File: src/rtl/pipeline_pkg.sv
// Shared pipeline constants: datapath width, the NOP encoding and the default reset PC.
// Later pipeline stages import this package as well.
package pipeline_pkg;
  localparam int XLEN = 32;
  localparam logic [31:0] NOP_INSTR = 32'h0000_0013;
  localparam logic [XLEN-1:0] RESET_PC_DEFAULT = '0;
endpackage

File: src/rtl/fetch_stage_if.sv
// Instruction-memory bus between the fetch stage (master) and the I-memory (slave).
// The read data is combinational and arrives in the same cycle as the address.
interface fetch_stage_if
  import pipeline_pkg::*;
#(
  parameter int XLEN = pipeline_pkg::XLEN
);
  logic [XLEN-1:0] IMemAddr;
  logic [31:0]     InstrF;

  modport master (output IMemAddr, input InstrF);
  modport slave  (input IMemAddr, output InstrF);
endinterface

File: src/rtl/if_id_reg.sv
// IF/ID pipeline register: rst > flush > enable; a flush loads a bubble.
// A capture from a misaligned PC keeps ValidD but replaces the instruction with a NOP.
module if_id_reg
  import pipeline_pkg::*;
#(
  parameter int XLEN = pipeline_pkg::XLEN
) (
  input  logic            clk,
  input  logic            rst,
  input  logic            flush,
  input  logic            en,
  input  logic [31:0]     instr_i,
  input  logic [XLEN-1:0] pc_i,
  input  logic [XLEN-1:0] pc_plus4_i,
  output logic [31:0]     instr_o,
  output logic [XLEN-1:0] pc_o,
  output logic [XLEN-1:0] pc_plus4_o,
  output logic            valid_o,
  output logic            misalign_o
);
  logic [31:0]     instr_d, instr_q;
  logic [XLEN-1:0] pc_d, pc_q;
  logic [XLEN-1:0] pc_plus4_d, pc_plus4_q;
  logic            valid_d, valid_q;
  logic            misalign_d, misalign_q;
  logic            mis;

  assign mis = |pc_i[1:0];

  always_comb begin
    instr_d    = instr_q;
    pc_d       = pc_q;
    pc_plus4_d = pc_plus4_q;
    valid_d    = valid_q;
    misalign_d = misalign_q;
    if (flush) begin
      instr_d    = NOP_INSTR;
      pc_d       = '0;
      pc_plus4_d = '0;
      valid_d    = 1'b0;
      misalign_d = 1'b0;
    end else if (en) begin
      instr_d    = mis ? NOP_INSTR : instr_i;
      pc_d       = pc_i;
      pc_plus4_d = pc_plus4_i;
      valid_d    = 1'b1;
      misalign_d = mis;
    end
  end

  always_ff @(posedge clk) begin
    if (rst) begin
      instr_q    <= NOP_INSTR;
      pc_q       <= '0;
      pc_plus4_q <= '0;
      valid_q    <= 1'b0;
      misalign_q <= 1'b0;
    end else begin
      instr_q    <= instr_d;
      pc_q       <= pc_d;
      pc_plus4_q <= pc_plus4_d;
      valid_q    <= valid_d;
      misalign_q <= misalign_d;
    end
  end

  assign instr_o    = instr_q;
  assign pc_o       = pc_q;
  assign pc_plus4_o = pc_plus4_q;
  assign valid_o    = valid_q;
  assign misalign_o = misalign_q;
endmodule

File: src/rtl/fetch_stage.sv
// IF stage: PC register, +4 adder, EX redirect mux and the IF/ID register.
// Optional FETCH_PERF_CNT_EN adds saturating stall/flush cycle counters.
module fetch_stage
  import pipeline_pkg::*;
#(
  parameter int              XLEN     = pipeline_pkg::XLEN,
  parameter logic [XLEN-1:0] RESET_PC = XLEN'(RESET_PC_DEFAULT)
) (
  input  logic            clk,
  input  logic            rst,
  input  logic            PCWrite,
  input  logic            IFIDWrite,
  input  logic            FlushD,
  input  logic            PCSrcE,
  input  logic [XLEN-1:0] PCTargetE,
  output logic [XLEN-1:0] PCF,
  output logic [31:0]     InstrD,
  output logic [XLEN-1:0] PCD,
  output logic [XLEN-1:0] PCPlus4D,
  output logic            ValidD,
  output logic            MisalignD,
`ifdef FETCH_PERF_CNT_EN
  output logic [31:0]     StallCyclesF,
  output logic [31:0]     FlushCyclesF,
`endif
  fetch_stage_if.master   imem
);
  logic [XLEN-1:0] pc_d, pc_q;
  logic [XLEN-1:0] pc_plus4;
  logic            squash;

  assign pc_plus4 = pc_q + XLEN'(4);
  assign squash   = FlushD | PCSrcE;

  // A redirect wins even while the PC is stalled.
  always_comb begin
    pc_d = pc_q;
    if (PCSrcE)       pc_d = PCTargetE;
    else if (PCWrite) pc_d = pc_plus4;
  end

  always_ff @(posedge clk) begin
    if (rst) pc_q <= RESET_PC;
    else     pc_q <= pc_d;
  end

  assign PCF           = pc_q;
  assign imem.IMemAddr = {pc_q[XLEN-1:2], 2'b00};

  if_id_reg #(.XLEN(XLEN)) u_if_id (
    .clk        (clk),
    .rst        (rst),
    .flush      (squash),
    .en         (IFIDWrite),
    .instr_i    (imem.InstrF),
    .pc_i       (pc_q),
    .pc_plus4_i (pc_plus4),
    .instr_o    (InstrD),
    .pc_o       (PCD),
    .pc_plus4_o (PCPlus4D),
    .valid_o    (ValidD),
    .misalign_o (MisalignD)
  );

`ifdef FETCH_PERF_CNT_EN
  logic [31:0] stall_cnt_d, stall_cnt_q;
  logic [31:0] flush_cnt_d, flush_cnt_q;

  always_comb begin
    stall_cnt_d = stall_cnt_q;
    flush_cnt_d = flush_cnt_q;
    if (!squash && !IFIDWrite && stall_cnt_q != '1)
      stall_cnt_d = stall_cnt_q + 32'd1;
    if (squash && flush_cnt_q != '1)
      flush_cnt_d = flush_cnt_q + 32'd1;
  end

  always_ff @(posedge clk) begin
    if (rst) begin
      stall_cnt_q <= '0;
      flush_cnt_q <= '0;
    end else begin
      stall_cnt_q <= stall_cnt_d;
      flush_cnt_q <= flush_cnt_d;
    end
  end

  assign StallCyclesF = stall_cnt_q;
  assign FlushCyclesF = flush_cnt_q;
`endif
endmodule

File: src/flat_wrapper.sv
// flat-port wrapper written by rule: the top's interface ports become plain ports
module fetch_stage_flat import pipeline_pkg::*;
#(
  parameter int              XLEN     = pipeline_pkg::XLEN,
  parameter logic [XLEN-1:0] RESET_PC = XLEN'(RESET_PC_DEFAULT)
)
  (clk, rst, PCWrite, IFIDWrite, FlushD, PCSrcE, PCTargetE, PCF, InstrD, PCD, PCPlus4D, ValidD, MisalignD, imem_IMemAddr, imem_InstrF);
  fetch_stage_if #(.XLEN(XLEN)) imem_i ();
  input  logic clk;
  input  logic rst;
  input  logic PCWrite;
  input  logic IFIDWrite;
  input  logic FlushD;
  input  logic PCSrcE;
  input  logic [XLEN-1:0] PCTargetE;
  output logic [XLEN-1:0] PCF;
  output logic [31:0] InstrD;
  output logic [XLEN-1:0] PCD;
  output logic [XLEN-1:0] PCPlus4D;
  output logic ValidD;
  output logic MisalignD;
  output wire logic [$bits(imem_i.IMemAddr)-1:0] imem_IMemAddr;
  input wire logic [$bits(imem_i.InstrF)-1:0] imem_InstrF;
  assign imem_IMemAddr = imem_i.IMemAddr;
  assign imem_i.InstrF = imem_InstrF;
  fetch_stage #(.XLEN(XLEN), .RESET_PC(RESET_PC)) u_core (.clk(clk), .rst(rst), .PCWrite(PCWrite), .IFIDWrite(IFIDWrite), .FlushD(FlushD), .PCSrcE(PCSrcE), .PCTargetE(PCTargetE), .PCF(PCF), .InstrD(InstrD), .PCD(PCD), .PCPlus4D(PCPlus4D), .ValidD(ValidD), .MisalignD(MisalignD), .imem(imem_i));
endmodule
File: config.mk
export PLATFORM = sky130hd
export DESIGN_NAME = fetch_stage_flat
export DESIGN_NICKNAME = d
export VERILOG_FILES = /design/src/rtl/pipeline_pkg.sv /design/src/rtl/fetch_stage_if.sv /design/src/rtl/if_id_reg.sv /design/src/rtl/fetch_stage.sv /design/src/flat_wrapper.sv
export SDC_FILE = /design/constraint.sdc
export NUM_CORES = 1
export LEC_CHECK = 0
export CAP_MARGIN = 20
export CELL_PAD_IN_SITES_DETAIL_PLACEMENT = 1
export CELL_PAD_IN_SITES_GLOBAL_PLACEMENT = 1
export CORE_MARGIN = 5
export CORE_UTILIZATION = 32
export DETAILED_ROUTE_END_ITERATION = 12
export MAX_ROUTING_LAYER = met4
export PLACE_DENSITY = 0.89
export SLEW_MARGIN = 15
export SYNTH_ARGS = -nofsm -noshare
export SYNTH_HDL_FRONTEND = slang
export SYNTH_SLANG_ARGS = --single-unit
export TNS_END_PERCENT = 100
File: constraint.sdc
create_clock -name clk -period 2.3 [get_ports clk]
set_input_delay 0.345 -clock clk [delete_from_list [all_inputs] [get_ports clk]]
set_output_delay 0.345 -clock clk [all_outputs]
set_load 0.1 [all_outputs]
==> flow_metrics.tcl, run 1 <==
set metrics [dict create \
    cts-root-buf "clkbuf_16" \
    clk_pin_slew_ns 0.06 \
    firstDrtPassIters 4 \
    drtAntennaViolNets 0 \
    ys_types 41 \
    hold_path.class "primary input to flip-flop" \
    max_stage_delay_ns 0.40 \
    final_cell_mix "179 x buf_4, 118 x nor2_1, 108 x dfxtp_1" \
    vias 5499 \
    area_delta_synth_final_pct 40.7 \
    final_common_cell "buf_4" \
    cts_setup_buffers 0 \
    slew_headroom 0.671 \
    syn_inst 685 \
    path_cells "ha_1, nand4_4, nor4_4, buf_4, nand4_1, xor2_1, o22ai_1" \
    first_iter_violations 262 \
    cts_tree "done" \
    crit_buf_inv 1 \
    fin_crit_sh 0.849 \
    finalCriticalPeriod_ns 1.95 \
    cp-start-kind "flip-flop" \
    cts_resized 0 \
    crit_required_ns 2.58 \
    track_usage 0.193 \
    holdWs_ns 0.379 \
    nNetsFinal 932 \
    fin_setup_tns_ns 0 \
    power.density_nw_per_um2 740 \
    numPortBuffers 229 \
    ys_warn_count 0 \
    die_w_um 146 \
    cts.sinks 128 \
    setup_viol_count_final 0 \
    critPathKind "flip-flop to flip-flop" \
    worstPathArrival_ns 2.23 \
    initial_utilization 0.328 \
    syn_avg_cell_area_um2 8.66 \
    synth_seq_cells 128 \
    route.detailed.drc 0 \
    num_io_pins 232 \
    grt-ovfl-total 0 \
    tightest_slew_ns 0.489 \
    fill_cells 2081 \
    die_area_um2 21400 \
    reg2reg_slack_ns 0.35 \
    cp_max_fo 10 \
    synth_seq_area_share 0.432 \
    rsz0062_at_grt "false" \
    core_um2 18100 \
    skew_ns 0.0139 \
    cap_violations 0 \
    die_h_um 146 \
    hpwl_mm 15.0 \
    cts_buffers 17 \
    synth.largest_area_cell "dfxtp_1" \
    gp_congestion 0.828 \
    grt_max_degree 79 \
    status "completed" \
    totalWireLength_mm 20.3 \
    wl_per_cell_um 18.4 \
    cts_buffer_depth 2 \
    hold_viol 0 \
    grt_pass1_wl_mm 32.1 \
    cpLargestDelayFamily "simple AND/OR/NAND/NOR gates" \
    post_drt_via_cell_ratio 4.99 \
    synthTopCellsByArea "dfxtp_1 43%, nor2_1 7.5%, mux2i_1 7.1%" \
    insertion_delay_ns 0.42 \
    antenna_found_initial 1 \
    synth_top_area_frac 0.432 \
    leakage_nw 3.45 \
    crit_slowest_cell "dfxtp_4" \
    syn_area_um2 5930 \
    grt_pass1_vias 5828 \
    end_kind "flip-flop" \
    ir_worst_vdd_v 0.000521 \
    slew_violations 0 \
    fmax_mhz 512 \
    drive_gt1_frac 0.286 \
    row_count 49 \
    htreeDepth 4 \
    hold_buffers 0 \
]
## synth_stat cells (all sizes together)
cell	number
a2111oi	1
a211oi	19
a21oi	59
a311oi	3
and2	2
and3	9
and4	3
buf	55
clkbuf	39
conb	1
dfxtp	128
ha	1
inv	4
mux2i	42
nand2	20
nand3	23
nand4	23
nor2	118
nor2b	29
nor3	11
nor3b	4
nor4	6
o21ai	24
o22ai	6
or2	1
or3	4
xnor2	22
xor2	28
## per-stage QoR
stage / area, um2 / power [W] / setup WS, ns / util / cells
after floorplan: 5970 / 0.00347 / 0.0262 / - / 686
after global placement: 7830 / 0.00380 / 0.315 / 0.433 / 1071
after detailed placement: 7830 / 0.00382 / 0.226 / 0.433 / 1071
after CTS: 8350 / 0.00624 / 0.329 / 0.462 / 1102
after global routing: 8350 / 0.00640 / 0.163 / 0.462 / 1103
final: 8350 / 0.00618 / 0.348 / 0.462 / 1103
## path summary, 6_finish.rpt
check	end	cells past startpoint	start
worst min register to register	u_core.u_if_id.pc_plus4_o[15]	2	u_core.u_if_id.pc_plus4_o[15]
worst max-delay path	u_core.PCF[28]	7	u_core.PCF[2]
worst max register to register	u_core.PCF[28]	7	u_core.PCF[2]
worst min-delay path	u_core.u_if_id.pc_o[28]	3	IFIDWrite
## routing by layer
layer / part of all wire / routed length [um] / GRT usage
met1: 0.44 / 8990 / 0.234
met2: 0.49 / 9930 / 0.315
met3: 0.047 / 948 / 0.0449
met4: 0.023 / 463 / 0.0677
met5: 0 / 0 / -
## report_power, final
group / switching [W] / internal, W
combinational: 0.00101 / 0.000364
sequential: 0.000110 / 0.00229
clock: 0.000968 / 0.00144
## tightest hold or removal path, delay by kind of cell
family        cells  cell delay, ns
simple gates      1            0.07
buf+inv           1            0.19
mux               1            0.14
## layout make-up
cell class,instances,area (um2),share of cell area
multi-input cells,460,2850,0.341
flip-flops and latches,128,2590,0.310
repair buffers,250,2080,0.250
clock buffers,24,482,0.0577
well taps,229,287,0.0343
clock inverters,7,37.5,0.00450
inverters,4,15.0,0.00180
diodes,1,2.50,0.000300
## flip-flops by register name (all words and copies together), names as in the netlist
register,count
u_core.u_if_id.misalign_o,1
u_core.PCF,32
u_core.u_if_id.valid_o,1
u_core.u_if_id.instr_o,32
u_core.u_if_id.pc_plus4_o,30
u_core.u_if_id.pc_o,32
## kinds of logic (layout without fill, tap and decap cells)
group           after synthesis  in the layout  synth area share
buf+inv                      98            285            0.0894
other cells                   1              3          0.000632
fa+ha+maj                     1              1           0.00211
simple gates                253            253             0.223
mux                          42             42            0.0709
flops                       128            128             0.432
xor+xnor                     50             50            0.0738
compound gates              112            112             0.108
No activity file was read; power rests on OpenSTA's default activity.
==> run 2: changes to the inputs <==
- CORE_UTILIZATION: 32 -> 29
- PLACE_DENSITY: 0.89 -> 0.86
- clock period: 2.3 -> 1.6 ns (I/O delays scaled with it)
==> run 2 against run 1 <==
The flow now finishes with violations (negative setup slack). Fmax rose by 5.4%. Combinational power is 92% higher. Via count up 11%. Hold slack got worse by 0.092 ns. Sequential power increased by 43%. Die area rose by 9.6%. First-iteration DRC count up 60%. Clock skew decreased by 0.0047 ns. Setup slack got worse by 0.60 ns. Utilization up 11 points. Wire length grew 36%. Critical endpoint is now u_core.PCF[20]. Largest cell class is now buffers. Highest routed layer unchanged.
==> flow_metrics.tcl, run 2 (synthesized netlist as in run 1, its figures left out) <==
set metrics [dict create \
    status "finished, violations left" \
    violations "negative setup slack" \
    die_w_um 153 \
    firstDrtPassIters 5 \
    placed_cell_area_um2 10400 \
    gp_congestion 0.807 \
    comb_power_share 0.260 \
    p_int_w 0.00680 \
    hpwl_mm 18.8 \
    hold_viol 0 \
    multi_input_area_um2 3240 \
    cp-start-kind "flip-flop" \
    cp_max_fo 4 \
    hold_path.class "primary input to flip-flop" \
    ff_latch_area_um2 2660 \
    nNetsFinal 1003 \
    cts.sinks 128 \
    startpoint "u_core.PCF[2]" \
    totalWireLength_mm 27.6 \
    cap_violations 0 \
    r2r_cells 8 \
    fmax_mhz 540 \
    track_usage 0.227 \
    power.density_nw_per_um2 878 \
    drive_gt1_frac 0.411 \
    vias 6098 \
    worstPathArrival_ns 2.15 \
    die_area_um2 23400 \
    pwr-share-clk 0.402 \
    setup_viol_count_final 40 \
    crit_path_frequent_cell "buf_6" \
    drtAntennaViolNets 0 \
    num_io_pins 232 \
    grt_max_degree 56 \
    area_delta_synth_final_pct 94.7 \
    ir_worst_vdd_v 0.000842 \
    fin_crit_sh 1.16 \
    wl_per_cell_um 22.7 \
    leakage_nw 4.52 \
    initial_utilization 0.294 \
    cts-root-buf "clkbuf_16" \
    finalCriticalPeriod_ns 1.85 \
    stdcell_area_um2 11600 \
    insertion_delay_ns 0.42 \
    skew_ns 0.00914 \
    end_kind "flip-flop" \
    grt-ovfl-total 0 \
    setup_slack_ns -0.253 \
    crit_required_ns 1.89 \
    htreeDepth 4 \
    reg2reg_slack_ns -0.25 \
    critPathKind "flip-flop to flip-flop" \
    final_cell_mix "165 x buf_12, 113 x nor2_1, 96 x dfxtp_1" \
    grt_pass1_vias 6529 \
    p_sw_frac 0.329 \
    clk_pin_slew_ns 0.06 \
    numPortBuffers 229 \
    post_drt_via_cell_ratio 5.01 \
    antenna_found_initial 2 \
    fill_cells 2070 \
    stdcell_count 1217 \
    r2r-start "u_core.PCF[2]" \
    cts_buffers 17 \
    cts_tree "done" \
    grt_pass1_wl_mm 40.3 \
    cts_buffer_depth 2 \
    dp.cells 1163 \
    first_iter_violations 418 \
    fin_setup_tns_ns -5.23 \
    rsz0062_at_grt "true" \
    crit_slowest_cell "dfxtp_4" \
    crit_end "u_core.PCF[20]" \
    worstReg2RegEnd "u_core.PCF[20]" \
    sequentialPowerShare 0.338 \
    max_stage_delay_ns 0.37 \
    row_count 52 \
    path_cells "ha_4, nand4_4, buf_6, nor4_4, buf_6, nand3_2, xor2_1, a211oi_2" \
    route.detailed.drc 0 \
    slew_violations 0 \
    p_sw_w 0.00334 \
    die_h_um 153 \
    final_common_cell "buf_12" \
    core_um2 20200 \
]
run 2: per-stage QoR:
| step | hold WS (ns) | setup WS, ns | total power, W | utilization |
|---|---|---|---|---|
| 2_1_floorplan | 0.374 | -0.282 | 0.00502 | - |
| 3_3_place_gp | 0.492 | -0.319 | 0.00598 | 0.517 |
| 5_1_grt | 0.304 | -0.320 | 0.0104 | 0.573 |
| 3_5_place_dp | 0.507 | -0.559 | 0.00604 | 0.517 |
| 6_report | 0.287 | -0.253 | 0.0101 | 0.573 |
| 4_1_cts | 0.237 | -0.197 | 0.0101 | 0.560 |
run 2: power groups by stage:
| stage | Combinational, W | Clock, W | Sequential [W] |
|---|---|---|---|
| final | 0.00263 | 0.00408 | 0.00343 |
| after global routing | 0.00271 | 0.00427 | 0.00344 |
| after CTS | 0.00260 | 0.00410 | 0.00342 |
| after detailed placement | 0.00256 | 0 | 0.00348 |
| after global placement | 0.00251 | 0 | 0.00347 |
| after floorplan | 0.000952 | 0 | 0.00407 |
run 2: layout make-up:
| class | instances | share of cell area |
|---|---|---|
| clock buffers | 22 | 0.0439 |
| repair buffers | 321 | 0.406 |
| multi-input cells | 460 | 0.280 |
| flip-flops and latches | 128 | 0.230 |
| well taps | 270 | 0.0292 |
| diodes | 2 | 0.000433 |
| clock inverters | 10 | 0.00910 |
| inverters | 4 | 0.00130 |
run 2: per-layer routing:
metal  wire length [um]  part of all wire  global-route usage  vias to the layer above
met5                  0                 0                   -                        -
met4                773             0.028              0.0781                        0
met3               1290             0.047              0.0546                       47
met2              15000              0.54               0.407                      226
met1              10500              0.38               0.246                     3037
li1                   -                 -                   -                     2788
run 2: how the worst min path moves through the flow:
stage,from,end,slack [ns],cells after the start
finish,IFIDWrite,u_core.u_if_id.pc_plus4_o[31],0.29,2
CTS,IFIDWrite,u_core.u_if_id.pc_plus4_o[31],0.24,2
floorplan,PCTargetE[8],u_core.PCF[8],0.37,2
global placement,u_core.u_if_id.valid_o,u_core.u_if_id.valid_o,0.49,2
global route,IFIDWrite,u_core.u_if_id.pc_plus4_o[31],0.30,2
detailed placement,u_core.u_if_id.misalign_o,u_core.u_if_id.misalign_o,0.51,2
run 2: timing repair:
action / in CTS / in global routing
endpoints found under the hold margin: 0 / 0
pin swaps: 25 / 38
endpoints found under the setup margin: 26 / 43
hold buffers: 0 / 0
resized for setup: 35 / 36
setup buffers: 11 / 9
run 2: critical path: cells and delay by family, from the launching register on:
family / cells / cell delay [ns]
xor+xnor: 1 / 0.28
compound gates: 1 / 0.11
buf+inv: 2 / 0.33
fa+ha+maj: 1 / 0.16
flops: 1 / 0.37
simple gates: 3 / 0.48
==> run 3: changes to the inputs <==
- CORE_UTILIZATION: 29 -> 41
- DONT_BUFFER_PORTS: default -> 1
- PLACE_DENSITY: 0.86 -> 0.83
==> run 3 against run 2 <==
Count of clock-buffer cells in the layout up 3. The flow finishes with violations (negative hold slack, negative setup slack). Hold slack got worse by 0.29 ns. Sequential cell count stayed put.
==> flow_metrics.tcl, run 3 (synthesized netlist as in run 1, its figures left out) <==
set metrics [dict create \
    insertion_delay_ns 0.42 \
    initial_utilization 0.413 \
    worstPathArrival_ns 2.15 \
    pwr-share-clk 0.423 \
    placed_cell_area_um2 7180 \
    final_cell_mix "158 x buf_4, 112 x nor2_1, 96 x dfxtp_1" \
    hpwl_mm 14.8 \
    fmax_mhz 545 \
    violations "negative hold slack, negative setup slack" \
    nNetsFinal 931 \
    finalCriticalPeriod_ns 1.84 \
    track_usage 0.312 \
    cts_buffers 17 \
    die_area_um2 17000 \
    rsz0062_at_grt "true" \
    stdcell_area_um2 9060 \
    fin_setup_tns_ns -3.75 \
    slew_headroom 0.574 \
    clk_pin_slew_ns 0.06 \
    sequentialPowerShare 0.361 \
    path_cells "nand4_1, buf_6, buf_6, nor3_4, buf_4, nand3_2, xor2_1, a211oi_1" \
    fin_crit_sh 1.15 \
    cts_buffer_depth 2 \
    stdcell_count 1059 \
    comb_power_share 0.216 \
    firstDrtPassIters 6 \
    final_util 0.631 \
    num_io_pins 232 \
    core_um2 14400 \
    wl_per_cell_um 26.8 \
    tightest_slew_ns 0.639 \
    row_count 44 \
    drtAntennaViolNets 0 \
    grt-ovfl-total 0 \
    first_iter_violations 383 \
    hold_path.class "primary input to flip-flop" \
    grt_max_degree 87 \
    holdWs_ns -0.00610 \
    setup_slack_ns -0.236 \
    max_stage_delay_ns 0.39 \
    cts-root-buf "clkbuf_16" \
    leakage_nw 3.79 \
    grt_pass1_wl_mm 39.1 \
    vias 6163 \
    status "finished, violations left" \
    die_h_um 130 \
    crit_required_ns 1.91 \
    crit_path_frequent_cell "buf_6" \
    setup_viol_count_final 39 \
    die_w_um 130 \
    cp_max_fo 5 \
    post_drt_via_cell_ratio 5.82 \
    antenna_found_initial 1 \
    hold_viol 1 \
    numPortBuffers 0 \
    power.density_nw_per_um2 1040 \
    p_sw_frac 0.341 \
    end_kind "flip-flop" \
    dp.cells 946 \
    skew_ns 0.00821 \
    htreeDepth 4 \
    area_delta_synth_final_pct 52.8 \
    gp_congestion 0.894 \
    p_int_w 0.00622 \
    cap_violations 0 \
    route.detailed.drc 0 \
    cts.sinks 128 \
    p_sw_w 0.00322 \
    ir_worst_vdd_v 0.000809 \
    grt_pass1_vias 6721 \
    cts_tree "done" \
    cp-start-kind "flip-flop" \
    final_common_cell "buf_4" \
    critPathKind "flip-flop to flip-flop" \
    drive_gt1_frac 0.395 \
    slew_violations 0 \
    crit_slowest_cell "dfxtp_4" \
    totalWireLength_mm 28.4 \
]
==> run 3: cell count changes in the layout (fill, tap and decap cells not counted), sizes merged <==
cell           change
buf               -53
bufinv             -1
clkbuf             +3
clkdlybuf4s50     -68
clkinv             -3
clkinvlp           -2
dlygate4sd3       +49
inv                +3
==> run 3: power groups by stage <==
stage	clock [W]	sequential (W)	combinational [W]
after floorplan	0	0.00407	0.000952
after global placement	0	0.00343	0.00168
after detailed placement	0	0.00344	0.00172
after CTS	0.00396	0.00338	0.00192
after global routing	0.00415	0.00341	0.00209
final	0.00399	0.00340	0.00204
==> run 3: layout make-up <==
cell class,instances,area (um2)
repair buffers,249,2260
clock buffers,25,528
diodes,2,5.00
inverters,4,15.0
fillers,1501,5310
well taps,184,230
clock inverters,7,67.6
multi-input cells,460,3300
flip-flops and latches,128,2660
==> run 3: timing repair <==
| action | CTS | global route |
|---|---|---|
| gates resized for setup | 37 | 78 |
| setup endpoints to repair | 33 | 63 |
| gates cloned | 0 | 0 |
| hold endpoints to repair | 97 | 1 |
| buffers inserted | 15 | 15 |
| hold buffers | 50 | 1 |
| pin swaps | 29 | 41 |
==> run 3: per-stage QoR <==
stage / setup WS (ns) / power [W]
after floorplan: -0.282 / 0.00502
final: -0.236 / 0.00943
after detailed placement: -0.144 / 0.00516
after CTS: -0.155 / 0.00926
after global routing: -0.298 / 0.00964
after global placement: -0.0291 / 0.00512
==> run 3: per-layer routing <==
layer  track usage  wire length [um]
met1         0.324             10400
met2         0.533             14100
met3        0.0958              2260
met4         0.158              1670
met5             -                 0
==> run 3: worst paths after layout <==
kind | start | endpoint | slack (ns) | cells after the start
min | PCTargetE[2] | u_core.PCF[2] | -0.006 | 2
max | u_core.PCF[8] | u_core.PCF[19] | -0.24 | 8
min reg2reg | u_core.u_if_id.pc_o[17] | u_core.u_if_id.pc_o[17] | 0.50 | 2
max reg2reg | u_core.PCF[8] | u_core.PCF[19] | -0.24 | 8
==> run 3: worst max-delay path: cells and delay by family (launching register included) <==
family	cells	cell delay (ns)
compound gates	1	0.30
simple gates	3	0.41
buf+inv	3	0.45
xor+xnor	1	0.17
flops	1	0.39
